<file path="src/rtl/hex_entry_loader_pkg.sv">
// Shared constants for the terminal entry blocks: PS/2 make-codes, terminal
// mode encodings, key classes and the loader state type.
package hex_entry_loader_pkg;

  localparam logic [7:0] SC_0     = 8'h45;
  localparam logic [7:0] SC_1     = 8'h16;
  localparam logic [7:0] SC_2     = 8'h1E;
  localparam logic [7:0] SC_3     = 8'h26;
  localparam logic [7:0] SC_4     = 8'h25;
  localparam logic [7:0] SC_5     = 8'h2E;
  localparam logic [7:0] SC_6     = 8'h36;
  localparam logic [7:0] SC_7     = 8'h3D;
  localparam logic [7:0] SC_8     = 8'h3E;
  localparam logic [7:0] SC_9     = 8'h46;
  localparam logic [7:0] SC_A     = 8'h1C;
  localparam logic [7:0] SC_B     = 8'h32;
  localparam logic [7:0] SC_C     = 8'h21;
  localparam logic [7:0] SC_D     = 8'h23;
  localparam logic [7:0] SC_E     = 8'h24;
  localparam logic [7:0] SC_F     = 8'h2B;
  localparam logic [7:0] SC_ENTER = 8'h5A;
  localparam logic [7:0] SC_BKSP  = 8'h66;
  localparam logic [7:0] SC_R     = 8'h2D;

  localparam logic [2:0] MODE_IDLE  = 3'd0;
  localparam logic [2:0] MODE_LOAD  = 3'd1;
  localparam logic [2:0] MODE_ALU   = 3'd2;
  localparam logic [2:0] MODE_BENCH = 3'd3;

  typedef enum logic [2:0] {
    KC_NONE  = 3'd0,
    KC_HEX   = 3'd1,
    KC_ENTER = 3'd2,
    KC_BKSP  = 3'd3,
    KC_RUN   = 3'd4
  } key_class_t;

  typedef enum logic [1:0] {
    ST_IDLE  = 2'd0,
    ST_ENTRY = 2'd1,
    ST_WRITE = 2'd2
  } state_t;

endpackage

</file>
<file path="src/rtl/hex_entry_loader_ps2_hex_decode.sv">
// Combinational PS/2 make-code classifier: key class plus hex nibble value.
module ps2_hex_decode
  import hex_entry_loader_pkg::*;
(
  input  logic [7:0]  key,
  output key_class_t  key_class,
  output logic [3:0]  nibble
);

  always_comb begin
    key_class = KC_HEX;
    nibble    = 4'h0;
    case (key)
      SC_0:     nibble = 4'h0;
      SC_1:     nibble = 4'h1;
      SC_2:     nibble = 4'h2;
      SC_3:     nibble = 4'h3;
      SC_4:     nibble = 4'h4;
      SC_5:     nibble = 4'h5;
      SC_6:     nibble = 4'h6;
      SC_7:     nibble = 4'h7;
      SC_8:     nibble = 4'h8;
      SC_9:     nibble = 4'h9;
      SC_A:     nibble = 4'hA;
      SC_B:     nibble = 4'hB;
      SC_C:     nibble = 4'hC;
      SC_D:     nibble = 4'hD;
      SC_E:     nibble = 4'hE;
      SC_F:     nibble = 4'hF;
      SC_ENTER: key_class = KC_ENTER;
      SC_BKSP:  key_class = KC_BKSP;
      SC_R:     key_class = KC_RUN;
      default:  key_class = KC_NONE;
    endcase
  end

endmodule

</file>
<file path="src/rtl/hex_entry_loader.sv">
// Keyboard-to-memory loader: assembles hex digits into words and writes them
// to consecutive memory addresses on Enter.
module hex_entry_loader
  import hex_entry_loader_pkg::*;
#(
  parameter int unsigned DIGITS     = 4,
  parameter int unsigned AW         = 12,
  parameter logic [2:0]  LOAD_MODE  = 3'd1,
  parameter int unsigned START_ADDR = 0,
  localparam int unsigned DW        = 4 * DIGITS,
  localparam int unsigned EDW       = $clog2(DIGITS + 1)
) (
  input  logic           clk,
  input  logic           rst,
  input  logic [2:0]     mode,
  input  logic [7:0]     key,
  input  logic           key_valid,
  output logic [AW-1:0]  mem_addr,
  output logic [DW-1:0]  mem_wdata,
  output logic           mem_we,
  output logic           run_pulse,
  output logic [DW-1:0]  entry_value,
  output logic [EDW-1:0] entry_digits,
  output logic [AW-1:0]  next_addr,
  output logic           full,
  output logic           err
);

  localparam logic [AW-1:0]  START    = AW'(START_ADDR);
  localparam logic [EDW-1:0] MAX_DIGS = EDW'(DIGITS);

  state_t         state, state_n;
  key_class_t     key_class;
  logic [3:0]     nibble;
  logic [DW-1:0]  ev_n, wd_n;
  logic [EDW-1:0] ed_n;
  logic [AW-1:0]  na_n, ma_n;
  logic           full_n, we_q, we_n, run_n, err_n;

  ps2_hex_decode u_decode (
    .key       (key),
    .key_class (key_class),
    .nibble    (nibble)
  );

  // Reset on the WRITE cycle's edge must also hide the strobe already showing.
  assign mem_we = we_q & ~rst;

  always_ff @(posedge clk) begin
    if (rst) begin
      state        <= ST_IDLE;
      entry_value  <= '0;
      entry_digits <= '0;
      next_addr    <= START;
      full         <= 1'b0;
      mem_addr     <= START;
      mem_wdata    <= '0;
      we_q         <= 1'b0;
      run_pulse    <= 1'b0;
      err          <= 1'b0;
    end else begin
      state        <= state_n;
      entry_value  <= ev_n;
      entry_digits <= ed_n;
      next_addr    <= na_n;
      full         <= full_n;
      mem_addr     <= ma_n;
      mem_wdata    <= wd_n;
      we_q         <= we_n;
      run_pulse    <= run_n;
      err          <= err_n;
    end
  end

  always_comb begin
    state_n = state;
    ev_n    = entry_value;
    ed_n    = entry_digits;
    na_n    = next_addr;
    full_n  = full;
    ma_n    = mem_addr;
    wd_n    = mem_wdata;
    we_n    = 1'b0;
    run_n   = 1'b0;
    err_n   = 1'b0;
    case (state)
      ST_IDLE: begin
        if (mode == LOAD_MODE) begin
          state_n = ST_ENTRY;
          ev_n    = '0;
          ed_n    = '0;
          na_n    = START;
          full_n  = 1'b0;
        end
      end
      default: begin
        if (mode != LOAD_MODE) begin
          state_n = ST_IDLE;
          ev_n    = '0;
          ed_n    = '0;
        end else begin
          state_n = ST_ENTRY;
          // Entry was cleared when WRITE was entered; the address advances as
          // WRITE ends so that mem_addr == next_addr throughout the strobe.
          if (state == ST_WRITE) begin
            if (next_addr == '1) full_n = 1'b1;
            else                 na_n   = next_addr + 1'b1;
          end
          if (key_valid) begin
            case (key_class)
              KC_HEX: begin
                if (entry_digits < MAX_DIGS) begin
                  ev_n = (entry_value << 4) | DW'(nibble);
                  ed_n = entry_digits + 1'b1;
                end else begin
                  err_n = 1'b1;
                end
              end
              KC_BKSP: begin
                if (entry_digits != '0) begin
                  ev_n = entry_value >> 4;
                  ed_n = entry_digits - 1'b1;
                end else begin
                  err_n = 1'b1;
                end
              end
              KC_ENTER: begin
                if (entry_digits != '0) begin
                  if (full) begin
                    err_n = 1'b1;
                  end else begin
                    state_n = ST_WRITE;
                    we_n    = 1'b1;
                    ma_n    = next_addr;
                    wd_n    = entry_value;
                    ev_n    = '0;
                    ed_n    = '0;
                  end
                end
              end
              KC_RUN: begin
                run_n  = 1'b1;
                ev_n   = '0;
                ed_n   = '0;
                na_n   = START;
                full_n = 1'b0;
              end
              default: ;
            endcase
          end
        end
      end
    endcase
  end

endmodule

</file>
<file path="config.mk">
export PLATFORM = sky130hd
export DESIGN_NAME = hex_entry_loader
export DESIGN_NICKNAME = d
export VERILOG_FILES = /design/src/rtl/hex_entry_loader_pkg.sv /design/src/rtl/hex_entry_loader_ps2_hex_decode.sv /design/src/rtl/hex_entry_loader.sv
export SDC_FILE = /design/constraint.sdc
export NUM_CORES = 1
export LEC_CHECK = 0
export ABC_AREA = 0
export CAP_MARGIN = 20
export CORE_UTILIZATION = 35
export DETAILED_ROUTE_END_ITERATION = 16
export GPL_TIMING_DRIVEN = 0
export PLACE_DENSITY = 0.57
export SKIP_LAST_GASP = 1
export SYNTH_ARGS = -nofsm -noshare
export SYNTH_HDL_FRONTEND = slang
export SYNTH_SLANG_ARGS = --single-unit
</file>
<file path="constraint.sdc">
create_clock -name clk -period 7.1 [get_ports clk]
set_clock_uncertainty 0.15 [all_clocks]
set_input_delay 1.065 -clock clk [delete_from_list [all_inputs] [get_ports clk]]
set_output_delay 1.065 -clock clk [all_outputs]
set_load 0.01 [all_outputs]
</file>
---- Yosys cells after proc, flatten, opt, wreduce, memory -nomap -nowiden ----
Cells that the tools add are included.
word-level totals
  register bits after elaboration ......... 65
  bits in latches ......................... 0
  RAM bits ................................ 0
  bits in read-only memories .............. 0
  input bits .............................. 14
  output and inout bits ................... 63
  memories kept ........................... 0
operators by class
  $add $sub $neg .......................... 3
  $mul .................................... 0
  divide/modulo/power cells ............... 0
  magnitude comparators ................... 1
  equal/unequal tests ..................... 33
  shift-type cells ........................ 0
  mux-type cells .......................... 48
  bitwise operators ....................... 9
  reduce and logical (&&, ||, !) cells .... 10
operator list
  kind                                                             number
  16-bit 2-to-1 mux                                                8
  8-bit by 6-bit == test with 1-bit output, second input constant  12
  12-bit 2-to-1 mux                                                7
  16-bit case mux with 4 select lines                              1
  4-bit case mux with 15 select lines                              1
  8-bit by 7-bit == test with 1-bit output, second input constant  4
  8-bit by 5-bit == test with 1-bit output, second input constant  3
  3-bit 2-to-1 mux                                                 8
  3-bit case mux with 4 select lines                               2
  16-bit by 4-bit bitwise OR with 16-bit output                    1
  16-bit OR reduction                                              1
  2-bit 2-to-1 mux                                                 7
  1-bit 2-to-1 mux                                                 13
  12-bit by 1-bit adder with 12-bit output, second input constant  1
  12-bit == test, second input constant                            1
  4-bit by 3-bit != test with 1-bit output, second input constant  2
  4-bit != test, second input constant                             2
  1-bit NOT                                                        7
  7-bit AND reduction                                              1
  3-bit by 1-bit == test with 1-bit output, second input constant  2
  3-bit by 2-bit == test with 1-bit output, second input constant  2
  6-bit AND reduction                                              1
  3-bit nonzero test                                               2
  6-bit nonzero test                                               1
  14 further kinds                                                 14

---- Depth between registers and ports, before layout ----
Gate-level depths: netlist (run 1).
  word-level depth ........................ 8
  depth in mapped cells ................... 11
  mapped depth without buffers ............ 8

---- Hierarchy ----
From an unflattened synthesis (run 1), not the netlist that was laid out.
second synthesis, totals
  cell total of the unflattened synthesis .. 424
  area, all modules ....................... 3473.3 um2
by module, submodules not included
  module            instances  cells each  area each (um2)
  hex_entry_loader  1          351         2964.1
  ps2_hex_decode    1          73          509.2

---- Worst setup path before layout (run 1) ----
OpenSTA, ideal clock, no wires.
  path kind ............................... input port to flip-flop
  start ................................... input port key[6]
  end ..................................... register entry_digits[1]
  setup time .............................. 128 ps
  data arrival time ....................... 2880 ps
  required time ........................... 6822 ps
  setup slack ............................. 3942 ps
  stages .................................. 9
  cells stage by stage .................... buf_6 > or3b_4 > or4_1 > nand4_1 > nor4_2 > o31ai_4 > buf_6 > mux2i_1 > nor2_1
between the ends
  word-level cells in the longest chain between the ends .. 8
  elaborated cells on any way between the ends .. 35
  those cells by class .................... 27 x eq/ne; 5 x mux; 3 x reduce/logical
ends and longest elaborated chain
  what                                                              RTL line                               RTL
  start: declaration                                                hex_entry_loader.sv:16                 input logic [7:0] key,
  8-bit by 7-bit == test with 1-bit output (tied with other cells)  hex_entry_loader_ps2_hex_decode.sv:13  case (key)
  16-bit OR reduction (no source line)                              --
  3-bit case mux with 4 select lines (*)                            hex_entry_loader_ps2_hex_decode.sv:13
  3-bit == test (tied with other cells)                             hex_entry_loader.sv:110                case (key_class)
  3-bit case mux with 4 select lines                                hex_entry_loader.sv:110
  3-bit 2-to-1 mux                                                  hex_entry_loader.sv:109                if (key_valid) begin
  3-bit 2-to-1 mux                                                  hex_entry_loader.sv:97                 if (mode != LOAD_MODE) begin
  3-bit 2-to-1 mux                                                  hex_entry_loader.sv:86                 case (state)
  end signal: assignment                                            hex_entry_loader.sv:64                 entry_digits <= ed_n;
  end: declaration                                                  hex_entry_loader.sv:23                 output logic [EDW-1:0] entry_digits,
Mark *: on every way between the ends. The rest lies on a longest branch, timed or not. The select of a mux whose other input is x is not followed.
A chain may end at the register's enable or synchronous reset.

---- Final worst setup path (run 1) ----
  start ................................... input port key[4]
  end ..................................... register entry_value[1]
between the ends
  word-level cells in the longest chain between the ends .. 8
  elaborated cells on any way between the ends .. 38
  those cells by class .................... 27 x eq/ne; 7 x mux; 1 x bitwise; 3 x reduce/logical
ends and longest elaborated chain
  what                                                                                                        RTL line                                                        RTL
  8-bit by 7-bit == test with 1-bit output (tied with other cells)                                            hex_entry_loader_ps2_hex_decode.sv:13
  16-bit OR reduction (no source line) / 4-bit case mux with 15 select lines (equally long branches)          --
  3-bit case mux with 4 select lines / 16-bit by 4-bit bitwise OR with 16-bit output (equally long branches)  hex_entry_loader_ps2_hex_decode.sv:13, hex_entry_loader.sv:113
  3-bit == test (tied with other cells)                                                                       hex_entry_loader.sv:110
  16-bit case mux with 4 select lines                                                                         hex_entry_loader.sv:110
  16-bit 2-to-1 mux                                                                                           hex_entry_loader.sv:109
  16-bit 2-to-1 mux                                                                                           hex_entry_loader.sv:97
  16-bit 2-to-1 mux                                                                                           hex_entry_loader.sv:86
  end signal: assignment                                                                                      hex_entry_loader.sv:63                                          entry_value <= ev_n;
  end: declaration                                                                                            hex_entry_loader.sv:22                                          output logic [DW-1:0] entry_value,
Several ways; a longest one is shown, not always the timed one. The select of a mux whose other input is x is not followed.

==> results of run 1 <==
[registers in the layout, summed over array words and instances, names as in the netlist]
| signal | flops |
|---|---|
| entry_digits | 3 |
| run_pulse | 1 |
| mem_addr | 12 |
| next_addr | 12 |
| we_q | 1 |
| full | 1 |
| entry_value | 16 |
| err | 1 |
| mem_wdata | 16 |
| state | 2 |
[worst max-delay path, cell delays in order]
cell and delay, ps:
sky130_fd_sc_hd__clkdlybuf4s50_1 550, sky130_fd_sc_hd__buf_2 260, sky130_fd_sc_hd__inv_1 200, sky130_fd_sc_hd__o211ai_1 140, sky130_fd_sc_hd__a211oi_1 560, sky130_fd_sc_hd__a32oi_2 260
sky130_fd_sc_hd__o31ai_4 340, sky130_fd_sc_hd__buf_6 210, sky130_fd_sc_hd__mux2i_1 220, sky130_fd_sc_hd__nor2_1 60
[worst paths after layout]
kind / cells past startpoint / startpoint / to / slack (ps)
setup reg to reg: 7 / entry_digits[2]$_SDFFE_PP0P_ / entry_value[4]$_SDFFE_PP0P_ / 4570
hold / removal: 2 / mem_wdata[13]$_SDFFE_PP0P_ / mem_wdata[13]$_SDFFE_PP0P_ / 300
setup / recovery: 10 / key[4] / entry_value[1]$_SDFFE_PP0P_ / 3280
hold reg to reg: 2 / mem_wdata[13]$_SDFFE_PP0P_ / mem_wdata[13]$_SDFFE_PP0P_ / 300
[per-stage QoR]
step	instances	total power, W	instance area (um2)	utilization [%]
floorplan	415	0.000406	3380	-
global placement	619	0.000425	4300	46.3
detailed placement	619	0.000425	4300	46.3
CTS	635	0.000817	4540	48.9
global route	635	0.000838	4540	48.9
finish	635	0.000808	4540	48.9
[power by group through the flow]
stage	logic, W	clock network, W	registers, W
global route	0.0000569	0.000417	0.000364
CTS	0.0000521	0.000400	0.000364
floorplan	0.0000326	0	0.000373
finish	0.0000525	0.000391	0.000365
detailed placement	0.0000518	0	0.000373
global placement	0.0000516	0	0.000373
[cells by family after synthesis]
kind of cell / Yosys count
XOR/XNOR: 1
AND/OR/NAND/NOR: 197
flip-flops: 65
adder cells (fa/ha/maj): 2
buffers and inverters: 35
multiplexers: 10
AO/OA/AOI/OAI: 105
[area by class of cell]
cell class | instances | area, um2 | area share (%)
Clock buffer | 11 | 141 | 3.11
Clock inverter | 5 | 103 | 2.26
Buffer | 29 | 149 | 3.28
Timing Repair Buffer | 75 | 751 | 16.5
Sequential cell | 65 | 1300 | 28.7
Multi-Input combinational cell | 315 | 1910 | 42.1
Inverter | 6 | 22.5 | 0.496
Tap cell | 129 | 161 | 3.56
[layer usage]
layer	part of all wire [%]	GRT usage, %	wire (um)	up-vias
met5	0	0	0	-
met4	1.7	8.25	174	0
li1	-	-	-	1668
met1	49	28.4	4960	1634
met3	3.8	4.04	387	12
met2	46	34.2	4610	93
[cells in the final DEF (no fill, tap or decap), types with 3 or more instances in the layout]
master                            netlist  layout
sky130_fd_sc_hd__nor4b_1                4       4
sky130_fd_sc_hd__nor2_1                33      33
sky130_fd_sc_hd__nor3b_1                5       5
sky130_fd_sc_hd__nand2b_1               3       3
sky130_fd_sc_hd__nor2b_1               10      10
sky130_fd_sc_hd__and4_1                 3       3
sky130_fd_sc_hd__clkbuf_1              14      15
sky130_fd_sc_hd__a21oi_1               47      47
sky130_fd_sc_hd__inv_1                  5       5
sky130_fd_sc_hd__o21ai_0               10      10
sky130_fd_sc_hd__nor3_1                 7       7
sky130_fd_sc_hd__clkdlybuf4s50_1        0      75
sky130_fd_sc_hd__a22o_1                17      17
sky130_fd_sc_hd__or4_1                  3       3
sky130_fd_sc_hd__clkbuf_8               0      10
sky130_fd_sc_hd__buf_2                 11      11
sky130_fd_sc_hd__o211ai_1               5       5
sky130_fd_sc_hd__nand3_1               13      13
sky130_fd_sc_hd__nand2_1               73      73
sky130_fd_sc_hd__and3_1                10      10
sky130_fd_sc_hd__dfxtp_1               65      65
sky130_fd_sc_hd__buf_6                  3       3
sky130_fd_sc_hd__bufinv_16              0       3
sky130_fd_sc_hd__nand4_1                8       8
sky130_fd_sc_hd__mux2i_1                9       9
==> impl_results.md, run 1 <==
- Cts bufs inserted: 9
- Most used standard cell by instance count after synthesis: sky130_fd_sc_hd__nand2_1
- Aggregate global routing overflow: 0
- Top cells by count, synth: sky130_fd_sc_hd__nand2_1 (73), sky130_fd_sc_hd__dfxtp_1 (65), sky130_fd_sc_hd__a21oi_1 (47)
- Fraction of the mapped netlist area in simple logic gates: 31.0%
- Area contributors post-synth: sky130_fd_sc_hd__dfxtp_1 (38%), sky130_fd_sc_hd__nand2_1 (8.1%), sky130_fd_sc_hd__a21oi_1 (7.0%)
- Routed Wire Length: 10,100 um
- Floorplan die area: 0.0101 mm2
- Weighted congestion reported at the end of routability-driven placement: 0.882
- Antenna cells: 0
- TritonCTS clock tree: done
- Seq/Total Area, Yosys: 38.5%
- Sequential share of power: 45.1%
- CTS H-tree lvls: 3
- Sort of element at the end of the critical path: flop
- Cts hold-fix bufs: 0
- Via count: 3,407
- Final Max Slew Viols: 0
- Remaining number of nets flagged by the antenna check after routing: 0
- Number of register bits inferred by synthesis: 65
- Worst Path Class, Setup: in -> reg
- Share of cells above drive strength 1: 9.49%
- Largest area contributor in the synthesized netlist: sky130_fd_sc_hd__dfxtp_1
- Shortest clock period the worst path allows after layout: 3820 ps
- Number of flops mapped to enable cells by yosys: 0
- Final period utilization: 53.7%
- Clock tree sinks: 65
- First-pass iteration count of the detailed router: 4
- Critical path peak fanout: 10
- Clock edge transition at the registers on the reported setup and hold paths: 80 ps
- Multiplexer share of the synthesized area: 3.00%
- RSZ-0062 raised after global routing: no
- NetSw: 0.000181 W
- Avg WL per Cell: 16.0 um
- Residual DRC: 0
- Finish-stage setup viols: 0
- Nets: 517
- Setup tns final: 0 ps
- Number of antenna violations at the first check in global routing: 0
- Cells after Synth: 415
- Required time at the worst-slack endpoint: 7160 ps
- Average footprint of a synthesized cell: 8.15 um2
- Share of the synthesized netlist area taken by xor and xnor gates: 0.259%
- IO buf count: 75
- Synthesized-area fraction occupied by ao, oa, aoi and oai cells: 21.3%
- Area growth, synth to finish: 34.2%
- Area share of the largest cell type after synthesis: 38.5%
- Pin count of the biggest net entering global routing: 12
- F_max: 262 MHz
- Largest voltage drop on the vdd net: 99.3 uV
- Synthesized Nets: 431
- Horizontal die dimension: 100 um
- Setup WS pre-CTS: 3030 ps
- Num ports: 77
- Via count of the first global-routing pass: 3,359
- Number of distinct library cell variants in the gate-level netlist after synthesis: 69
- Effective utilization at floorplan: 36.4%
- Post-synthesis async set-or-reset flop share: 0%
- DRC marker count from the first detailed-route iteration: 161
- Max Cap Violations: 0
- Final WS setup: 3280 ps
- Count of buffers added by post-CTS timing repair for setup: 0
- Endpoint arrival time on the critical path: 3880 ps
- Critical Path Source Type: primary input
- Synth warnings: 0
- Height of the chip: 100 um
- Insertion delay of the later-clocked pin in the worst-skew pair: 350 ps
- Placement row count: 35
- Hold Fails Final Rpt: 0
- Placed wire-length estimate: 7300 um
- Most used flip-flop cell after synthesis: sky130_fd_sc_hd__dfxtp_1
- Power per unit of standard cell area: 178 mW/mm2
- Internal: 0.000627 W
- Worst max-slew margin expressed relative to the limit: 46.6%
- Combinational share of power: 6.5%
- Static leakage: 1.53 nW
- Clock Power Share: 48.4%
- Post-DR vias/cell: 5.37
- Worst hold-check path type: reg -> reg
- Root Buffer: sky130_fd_sc_hd__clkbuf_8
- Net Sw Frac: 22.4%
- Number of fill cells: 958
- Main combinational cell family by area after synthesis: simple AND/OR/NAND/NOR gates
- Transition time at the pin with the least slew margin: 795 ps
- Placeable core region: 0.00928 mm2
- Clk buf depth: 2
- Post-CTS Resized: 0
- WHS: 301 ps
- First-pass GRT wire length: 16,900 um
- Total Routing Usage GR: 21.4%
- Status: finished, final reports clean
- Cell area after technology mapping: 0.00338 mm2
- Share of synthesized cell area in full adder, half adder and majority cells: 0.962%
Note: power is estimated with default switching activity, not from simulation.
==> inputs of run 2 (changes only) <==
--- a/config.mk
+++ b/config.mk
@@ -10,7 +10,7 @@
 export CORE_UTILIZATION = 35
 export DETAILED_ROUTE_END_ITERATION = 16
 export GPL_TIMING_DRIVEN = 0
-export PLACE_DENSITY = 0.57
+export PLACE_DENSITY = 0.59
 export SKIP_LAST_GASP = 1
 export SYNTH_ARGS = -nofsm -noshare
 export SYNTH_HDL_FRONTEND = slang
==> constraint.sdc (replaced) <==
create_clock -name clk -period 3.33 [get_ports clk]
set_clock_uncertainty 0.15 [all_clocks]
set_input_delay 0.4995 -clock clk [delete_from_list [all_inputs] [get_ports clk]]
set_output_delay 0.4995 -clock clk [all_outputs]
set_load 0.01 [all_outputs]
==> impl_results.md, run 2 (synthesis results as in run 1) <==
- Highest routing layer actually used: met4
- Cts hold-fix bufs: 0
- Combined area of the multi-input logic cells: 0.00192 mm2
- Required time at the worst-slack endpoint: 3390 ps
- Total Routing Usage GR: 20.7%
- Worst Path Class, Setup: in -> reg
- Sort of element at the end of the critical path: flop
- Worst-case register-to-register setup slack: 760 ps
- Area growth, synth to finish: 32.8%
- Root Buffer: sky130_fd_sc_hd__clkbuf_8
- Static leakage: 1.51 nW
- Remaining number of nets flagged by the antenna check after routing: 0
- Crit. Startpoint: key[4]
- Core utilization of the finished layout: 48.4%
- Most frequent cells in the layout: sky130_fd_sc_hd__clkdlybuf4s50_1 (75), sky130_fd_sc_hd__nand2_1 (73), sky130_fd_sc_hd__dfxtp_1 (65), sky130_fd_sc_hd__a21oi_1 (47), sky130_fd_sc_hd__nor2_1 (33)
- F_max: 313 MHz
- Endpoint arrival time on the critical path: 3250 ps
- IO buf count: 75
- Routed length on met1: 4670 um
- RSZ-0062 raised after global routing: no
- Final WS setup: 134 ps
- Placed wire-length estimate: 7290 um
- Clock tree sinks: 65
- First-pass iteration count of the detailed router: 5
- Placeable core region: 0.00928 mm2
- Insertion delay of the later-clocked pin in the worst-skew pair: 350 ps
- Clock edge transition at the registers on the reported setup and hold paths: 70 ps
- Worst-case reg-to-reg path depth: 7
- Routed Wire Length: 10,100 um
- Capture instance of the worst register-to-register path: entry_value[6]$_SDFFE_PP0P_
- Nets: 517
- Worst max-slew margin expressed relative to the limit: 43.4%
- Final Max Slew Viols: 0
- Post-DR vias/cell: 5.39
- Status: finished, final reports clean
- CTS H-tree lvls: 3
- Floorplan die area: 0.0101 mm2
- Cts bufs inserted: 9
- Critical path peak fanout: 10
- Via count: 3,420
- Num ports: 77
- Launch instance of the worst register-to-register path: entry_digits[2]$_SDFFE_PP0P_
- Final period utilization: 96.0%
- Shortest clock period the worst path allows after layout: 3200 ps
- Aggregate global routing overflow: 0
- Routed met3 length: 633 um
- Area of all placed cells without fillers: 0.00449 mm2
- Effective utilization at floorplan: 36.4%
- Worst setup path end: mem_wdata[2]$_SDFFE_PP0P_
- Largest registers: entry_value (16), mem_wdata (16)
- Power per unit of standard cell area: 347 mW/mm2
- Most frequent standard cell in the layout excluding fill and tap cells: sky130_fd_sc_hd__clkdlybuf4s50_1
- Setup tns final: 0 ps
- Max Cap Violations: 0
- Number of fill cells: 940
- Largest voltage drop on the vdd net: 175 uV
- Register area: 0.00130 mm2
- Via count of the first global-routing pass: 3,145
- Share of cells above drive strength 1: 9.49%
- Placed Instance Area: 0.00430 mm2
- Horizontal die dimension: 100 um
- Residual DRC: 0
- First-pass GRT wire length: 16,400 um
- Worst hold-check path type: reg -> reg
- Antenna cells: 0
- Clk buf depth: 2
- Number of antenna violations at the first check in global routing: 0
- Avg WL per Cell: 15.9 um
- Weighted congestion reported at the end of routability-driven placement: 0.900
- TritonCTS clock tree: done
- Setup WS pre-CTS: -182 ps
- DRC marker count from the first detailed-route iteration: 176
- Critical Path Source Type: primary input
- Height of the chip: 100 um
- Hold Fails Final Rpt: 0
- Placement row count: 35
- Metal2 WL: 4600 um
- Pin count of the biggest net entering global routing: 11
- Transition time at the pin with the least slew margin: 843 ps
- Finish-stage setup viols: 0
-- run 2: changes by cell type in the layout (fill, tap and decap cells not counted) --
cell / before / now
sky130_fd_sc_hd__bufinv_16: 3 / 1
sky130_fd_sc_hd__clkinvlp_4: 1 / 0
sky130_fd_sc_hd__clkinv_2: 1 / 2
sky130_fd_sc_hd__clkbuf_1: 15 / 17
sky130_fd_sc_hd__nor2b_1: 10 / 9
sky130_fd_sc_hd__nor2b_2: 0 / 1
sky130_fd_sc_hd__a211oi_1: 1 / 0
sky130_fd_sc_hd__a211oi_2: 0 / 1
-- run 2: power by group --
group / total, W / internal (W) / switching, W
registers: 0.000777 / 0.000777 / 0.000000179
clock network: 0.000668 / 0.000365 / 0.000303
logic: 0.000112 / 0.0000436 / 0.0000689
-- run 2: worst min-delay path by stage --
stage	from	endpoint	cells after the start
after global routing	mem_addr[4]$_SDFFE_PP0P_	mem_addr[4]$_SDFFE_PP0P_	2
after CTS	mem_wdata[5]$_SDFFE_PP0P_	mem_wdata[5]$_SDFFE_PP0P_	2
final	mem_addr[0]$_SDFFE_PP0P_	mem_addr[0]$_SDFFE_PP0P_	2
after global placement	mem_addr[5]$_SDFFE_PP0P_	mem_addr[5]$_SDFFE_PP0P_	2
after detailed placement	mem_addr[5]$_SDFFE_PP0P_	mem_addr[5]$_SDFFE_PP0P_	2
after floorplan	mem_addr[10]$_SDFFE_PP0P_	mem_addr[10]$_SDFFE_PP0P_	2
-- run 2: worst max-delay path: stages --
cell	delay [ps]
sky130_fd_sc_hd__clkdlybuf4s50_1	660
sky130_fd_sc_hd__buf_2	280
sky130_fd_sc_hd__inv_1	170
sky130_fd_sc_hd__nor2_1	130
sky130_fd_sc_hd__nand4_1	240
sky130_fd_sc_hd__or4_1	580
sky130_fd_sc_hd__clkbuf_1	260
sky130_fd_sc_hd__buf_2	270
sky130_fd_sc_hd__nand2_1	100
sky130_fd_sc_hd__a21oi_1	60
-- run 2: metrics by stage --
| stage | total power, W | hold WS [ps] | std cells |
|---|---|---|---|
| floorplan | 0.000865 | 326 | 415 |
| global placement | 0.000905 | 287 | 619 |
| detailed placement | 0.000906 | 294 | 619 |
| CTS | 0.00157 | 303 | 635 |
| global route | 0.00162 | 322 | 635 |
| finish | 0.00156 | 301 | 635 |
-- run 2: layout make-up --
type                       instances  share of cell area, %
multi-input combinational        315                   42.7
sequential                        65                   29.0
timing repair buffer              75                   16.7
tap                              129                   3.59
clock buffer                      13                   3.31
buffer                            29                   3.31
clock inverter                     3                  0.891
inverter                           6                  0.501
-- run 2: what timing repair did --
action                                  CTS  global route
gates resized for setup                   0             2
endpoints found under the setup margin    0             5
hold endpoints to repair                  0             0
buffers inserted                          0             0
-- run 2: per-layer routing --
metal,up-vias,GRT usage (%)
met3,15,4.81
li1,1673,-
met1,1598,28.0
met5,-,0
met2,134,32.8
met4,0,6.24
